[src/rtl/peak_scan_ctrl.sv]
// Scans bins MIN_BIN..WIDTH-1 of a magnitude RAM per frame and reports the strongest bin.
// Frame requests arriving mid-scan are queued one deep; further ones raise a sticky overrun.
module peak_scan_ctrl #(
  parameter int WIDTH   = 1024,
  parameter int MIN_BIN = 1
) (
  input  logic        clock,
  input  logic        reset_n,
  input  logic        frame_ready,
  input  logic        scan_en,
  input  logic [9:0]  threshold,
  output logic [10:0] ram_addr,
  output logic        ram_rd,
  input  logic [9:0]  ram_data,
  output logic        busy,
  output logic        peak_valid,
  output logic [12:0] peak_freq,
  output logic [9:0]  peak_amp,
  output logic        hit,
  output logic        overrun
);

  localparam logic [1:0] S_IDLE  = 2'd0;
  localparam logic [1:0] S_READ  = 2'd1;
  localparam logic [1:0] S_DRAIN = 2'd2;
  localparam logic [1:0] S_DONE  = 2'd3;

  localparam logic [10:0] FIRST_ADDR = 11'(MIN_BIN);
  localparam logic [10:0] LAST_ADDR  = 11'(WIDTH - 1);

  logic [1:0]  state_q, state_d;
  logic [10:0] addr_q, addr_d;
  logic        pend_q, pend_d;
  logic        ovr_q, ovr_d;
  logic        dvld_q;
  logic [10:0] didx_q;
  logic        first_q, first_d;
  logic [9:0]  max_amp_q, max_amp_d;
  logic [10:0] max_idx_q, max_idx_d;
  logic [9:0]  pk_amp_q, pk_amp_d;
  logic [10:0] pk_idx_q, pk_idx_d;
  logic        hit_q, hit_d;

  logic req;
  logic take;
  logic amp_ge;

  assign req    = frame_ready && scan_en;
  assign amp_ge = (pk_amp_q >= threshold);

  // Strictly-greater replacement keeps the lowest bin on ties.
  assign take = dvld_q && (first_q || (ram_data > max_amp_q));

  always_comb begin
    state_d   = state_q;
    addr_d    = addr_q;
    pend_d    = pend_q;
    ovr_d     = ovr_q;
    first_d   = first_q;
    max_amp_d = take ? ram_data : max_amp_q;
    max_idx_d = take ? didx_q : max_idx_q;
    pk_amp_d  = pk_amp_q;
    pk_idx_d  = pk_idx_q;
    hit_d     = hit_q;

    if (dvld_q) begin
      first_d = 1'b0;
    end

    case (state_q)
      S_IDLE: begin
        if (req || pend_q) begin
          state_d = S_READ;
          addr_d  = FIRST_ADDR;
          first_d = 1'b1;
          pend_d  = pend_q && req;
        end
      end
      S_READ: begin
        if (addr_q == LAST_ADDR) begin
          state_d = S_DRAIN;
        end else begin
          addr_d = addr_q + 11'd1;
        end
      end
      S_DRAIN: begin
        state_d  = S_DONE;
        pk_amp_d = max_amp_d;
        pk_idx_d = max_idx_d;
      end
      S_DONE: begin
        state_d = S_IDLE;
        hit_d   = amp_ge;
      end
      default: state_d = S_IDLE;
    endcase

    if (state_q != S_IDLE && req) begin
      pend_d = 1'b1;
      if (pend_q) begin
        ovr_d = 1'b1;
      end
    end
  end

  always_ff @(posedge clock or negedge reset_n) begin
    if (!reset_n) begin
      state_q   <= S_IDLE;
      addr_q    <= '0;
      pend_q    <= 1'b0;
      ovr_q     <= 1'b0;
      dvld_q    <= 1'b0;
      didx_q    <= '0;
      first_q   <= 1'b0;
      max_amp_q <= '0;
      max_idx_q <= '0;
      pk_amp_q  <= '0;
      pk_idx_q  <= '0;
      hit_q     <= 1'b0;
    end else begin
      state_q   <= state_d;
      addr_q    <= addr_d;
      pend_q    <= pend_d;
      ovr_q     <= ovr_d;
      dvld_q    <= (state_q == S_READ);
      didx_q    <= addr_q;
      first_q   <= first_d;
      max_amp_q <= max_amp_d;
      max_idx_q <= max_idx_d;
      pk_amp_q  <= pk_amp_d;
      pk_idx_q  <= pk_idx_d;
      hit_q     <= hit_d;
    end
  end

  // hit tracks the threshold live during the DONE cycle, then holds.
  assign hit        = (state_q == S_DONE) ? amp_ge : hit_q;
  assign ram_addr   = addr_q;
  assign ram_rd     = (state_q == S_READ);
  assign busy       = (state_q != S_IDLE);
  assign peak_valid = (state_q == S_DONE);
  assign peak_freq  = {pk_idx_q, 2'b00};
  assign peak_amp   = pk_amp_q;
  assign overrun    = ovr_q;

endmodule
[config.mk]
export PLATFORM = sky130hd
export DESIGN_NAME = peak_scan_ctrl
export DESIGN_NICKNAME = d
export VERILOG_FILES = /design/src/rtl/peak_scan_ctrl.sv
export SDC_FILE = /design/constraint.sdc
export NUM_CORES = 1
export LEC_CHECK = 0
export BUFFER_PORTS_ARGS = -buffer_cell sky130_fd_sc_hd__buf_2
export CAP_MARGIN = 0
export CORE_ASPECT_RATIO = 0.9
export CORE_MARGIN = 2
export CORE_UTILIZATION = 50
export CTS_BUF_LIST = sky130_fd_sc_hd__clkbuf_8 sky130_fd_sc_hd__clkbuf_16
export DETAILED_ROUTE_END_ITERATION = 10
export GPL_TIMING_DRIVEN = 0
export MAX_ROUTING_LAYER = met4
export PLACE_DENSITY_LB_ADDON = 0.05
export SKIP_LAST_GASP = 1
export SYNTH_ARGS = -nofsm -noshare
export SYNTH_HDL_FRONTEND = slang
export SYNTH_SLANG_ARGS = --single-unit
[constraint.sdc]
create_clock -name clock -period 2.65 [get_ports clock]
set_input_delay 0.1325 -clock clock [delete_from_list [all_inputs] [get_ports clock]]
set_output_delay 0.1325 -clock clock [all_outputs]
set_load 0.1 [all_outputs]
==> results summary <==
The number of levels in the clock H-tree is 3. The wire length after detailed routing is 8080 um. The total core area is 0.00704 mm^2. The worst vdd rail ir drop came out at 1.11 mV. For this design, the slowest cell found on the critical path is sky130_fd_sc_hd__dfrtp_2. The count of standard-cell rows is 29.

The vertical die dimension is 84.8 um. The post-layout total power is 5820 uW. The buffer levels on the longest clock path came out at 2. The area added between synthesis and finish came out at 18.4%. The most used flip-flop cell after synthesis is sky130_fd_sc_hd__dfrtp_1. The antenna diode count is 0. The total power per unit cell area came out at 1350 mW/mm^2. In the synthesized netlist the async set-or-reset flop fraction comes to 100%. The total iterations of the first detailed-routing run is 4. By instance count, the cell type seen most on the critical path is sky130_fd_sc_hd__a21o_1. The actual slew at the worst max-slew pin came out at 0.893 ns. The antenna violation net count after detailed routing came out at 0. The arrival time of data at the critical path endpoint came out at 2.30 ns. The routability congestion estimate came out at 0.871. The cell area that synthesis handed to floorplanning was 0.00363 mm^2.

The number of max-capacitance violations reported is 0. Once placement finished, the instance area stood at 0.00407 mm^2. The total buffers and inverters traversed by the critical path is 2.

The via count normalized by instance count is 5.43. The min-delay analysis places its worst path in the category primary input to flop. The count of pins on the block boundary came out at 63. The clock skew is 0.00651 ns. The critical path launch point type is a flop. The area of all placed cells without fillers is 0.00430 mm^2.

Summed over all layers, the global routing overflow is 0. The static leakage power is 0.00208 uW. The number of antenna violations at the first check in global routing came out at 0. The switching component of the power came out at 3070 uW. The total negative slack for setup checks is 0 ns. The largest fanout on the critical path is 2.

The worst setup path is of the flop to primary output kind. In this run, the combinational gates consume 55.6% of the power. The first-pass GRT wire length is 13,500 um.

The data required time of the critical path came out at 2.52 ns. The number of instances in the synthesized netlist is 340. The final critical-path share of the clock period is 91.9%. The initial cell density of the core is 51.6%.

TritonCTS built the clock tree. The synthesized area per cell came out at 10.7 um^2. The TritonCTS sink count is 71. The number of slew-limit violations in the final report is 0. The routed via count is 2,773. The maximum achievable frequency is 411 MHz. For this run, the post-layout net count is 462. The flow ran to the end, and the final reports show no timing, DRC or antenna violations. The minimum clock period after layout is 2.44 ns. The overall fraction of global-route tracks in use is 22.7%.

The internal portion of the total power is 2750 uW. The number of global-route vias before repair came out at 2,804. The number of design rule violations left after detail routing is 0.

The number of fill cells came out at 624. The horizontal extent of the die is 93.8 um. During synthesis, Yosys emitted a total of 0 warnings. The count of final hold-check violations is 0. The placed wire-length estimate after detailed placement is 5880 um. The synthesized design contains 71 register bits. Setup repair after global routing left no endpoint under its margin. The DRC violation total after the first TritonRoute iteration came out at 125. The distinct cell type count after synthesis is 51.

The sequential cell fraction of total power came out at 28.0%. The switching part of the total is 52.7%. The average wire per cell in the routed design came out at 15.8 um. Sequential elements use 48.9% of the synthesized area. The clock latency reported for the late side of the worst-skew pair came out at 0.35 ns. The clock power share came out at 16.4%.

The buffers inserted during post-CTS setup optimization is 0. STA classifies the critical path endpoint as a primary output. The proportion of layout cells with a drive suffix above 1 is 25.8%. In this run the tool buffered the top-level ports with 60 buffer cells. The CTS clock-pin slew for the worst setup and hold paths came out at 0.07 ns.

The largest stage delay on the critical path is 0.40 ns. The root buffer cell chosen for the clock tree is sky130_fd_sc_hd__clkbuf_8. The maximum number of pins on one net before global-route repair came out at 72. Traced cell by cell, the critical path runs through inv_1, ha_1, nand2b_1, a21o_1, a21o_1, a211oi_1, nor3_4, buf_2. The total clock buffers created by CTS is 9. The die covers 0.00796 mm^2. The final setup violation count is 0. The count of flip-flops with a built-in enable after synthesis is 0. The worst setup slack before clock tree synthesis is 0.475 ns. The relative slew slack came out at 40.5%. Setup slack on the critical path of the routed design comes to 0.215 ns. Grouping stages by cell kind, the critical path spends the most delay in compound AO/OA/AOI/OAI gates.
## cells in the mapped netlist (3+ instances only)
cell                        n  area [um^2]
sky130_fd_sc_hd__buf_2      3         15.0
sky130_fd_sc_hd__a21oi_1   13         65.1
sky130_fd_sc_hd__o21a_1     3         22.5
sky130_fd_sc_hd__nor4_1     4         25.0
sky130_fd_sc_hd__ha_1      25          313
sky130_fd_sc_hd__inv_1     39          146
sky130_fd_sc_hd__o311ai_1   3         26.3
sky130_fd_sc_hd__nand2_1   33          124
sky130_fd_sc_hd__o22ai_1    4         25.0
sky130_fd_sc_hd__nor2_1    16         60.1
sky130_fd_sc_hd__mux2_4    12          180
sky130_fd_sc_hd__clkbuf_1  10         37.5
sky130_fd_sc_hd__o221ai_1  12          105
sky130_fd_sc_hd__nand4_1   16          100
sky130_fd_sc_hd__nand3_1    4         20.0
sky130_fd_sc_hd__a31oi_1    7         43.8
sky130_fd_sc_hd__xnor2_1    7         61.3
sky130_fd_sc_hd__o21ai_0   17         85.1
sky130_fd_sc_hd__dfrtp_1   71         1780
## metal layers
layer / global-route usage (%) / vias to the layer above / part of all wire, %
li1: - / 1360 / -
met1: 31.4 / 1339 / 48
met2: 33.9 / 65 / 46
met3: 6.04 / 9 / 4.6
met4: 5.53 / 0 / 0.97
met5: - / - / 0
## stage by stage
stage | hold slack (ns) | std cells | utilization, %
after floorplan | -0.163 | 341 | -
after global placement | 0.399 | 494 | 57.7
after detailed placement | 0.315 | 494 | 57.8
after CTS | 0.0378 | 511 | 61.1
after global routing | 0.0476 | 511 | 61.1
final | 0.0569 | 511 | 61.1
## power groups by stage
stage	Sequential [uW]	Combinational [uW]	Clock [uW]
3_3_place_gp	1630	3190	0
5_1_grt	1670	3480	1030
2_1_floorplan	2540	1680	0
3_5_place_dp	1650	3240	0
4_1_cts	1630	3250	980
6_report	1630	3230	952
## cells in the final DEF (no fill, tap or decap), drive strengths merged, types with 2 or more instances in the layout
master	Yosys	layout
nor4	4	4
bufinv	0	2
o22ai	4	4
clkbuf	10	20
o311ai	3	3
clkinv	0	2
nand2b	2	2
nor3	2	2
o21a	3	3
dfrtp	71	71
o21ai	17	17
nor2	17	17
ha	25	25
xnor2	7	7
a31oi	7	7
o41ai	2	2
nor3b	2	2
a211o	2	2
o221ai	12	12
nand2	33	33
mux2	12	12
nand4	19	19
nand3	4	4
inv	39	40
a21o	2	2
buf	9	69
a21oi	13	13
conb	1	2
## state kept, by name, indices dropped and copies added (netlist names), 2 cells and up
name       count
ram_addr      11
state_q        2
pk_idx_q      11
didx_q        11
max_idx_q     11
peak_amp      10
max_amp_q     10
## cell type report
cell class                 instances  area (um^2)  area share, %
sequential                        71         1780           41.4
multi-input combinational        212         1610           37.5
timing repair buffer              61          313           7.28
inverter                          39          146           3.41
clock buffer                      10          138           3.20
tap                               93          116           2.71
buffer                            19          109           2.53
clock inverter                     6         85.1           1.98
## cell families after synthesis
| family | Yosys count | synth area share, % |
|---|---|---|
| and+or+nand+nor | 88 | 12.6 |
| AOI/OAI and AO/OA | 78 | 16.0 |
| DFF | 71 | 48.9 |
| buffers and inverters | 58 | 7.03 |
| adders and majority gates | 25 | 8.62 |
| muxes | 12 | 4.96 |
| xor gates and xnor gates | 7 | 1.69 |
| other | 1 | 0.103 |
## worst paths after layout
kind | from | endpoint | slack, ns | cells past startpoint
max in group asynchronous | reset_n | peak_amp[0]$_DFFE_PN0P_ | 1.56 | 2
max | peak_amp[0]$_DFFE_PN0P_ | hit | 0.21 | 8
max reg2reg | max_amp_q[3]$_DFF_PN0_ | max_idx_q[4]$_DFF_PN0_ | 0.47 | 8
min in group asynchronous | reset_n | overrun$_DFFE_PN0P_ | 0.44 | 2
min reg2reg | ram_addr[1]$_DFFE_PN0P_ | didx_q[1]$_DFF_PN0_ | 0.47 | 0
min | ram_data[4] | max_amp_q[4]$_DFF_PN0_ | 0.06 | 3
## tightest hold or removal path: stages
cell and delay [ns]:
sky130_fd_sc_hd__buf_2 0.12, sky130_fd_sc_hd__nand2_1 0.05, sky130_fd_sc_hd__o21ai_0 0.06
## timing repair
action / 4_1_cts / 5_1_grt
resized for setup: 0 / 0
hold endpoints to repair: 71 / 0
hold buffers: 1 / 0
No activity file was read; power rests on OpenSTA's default activity.
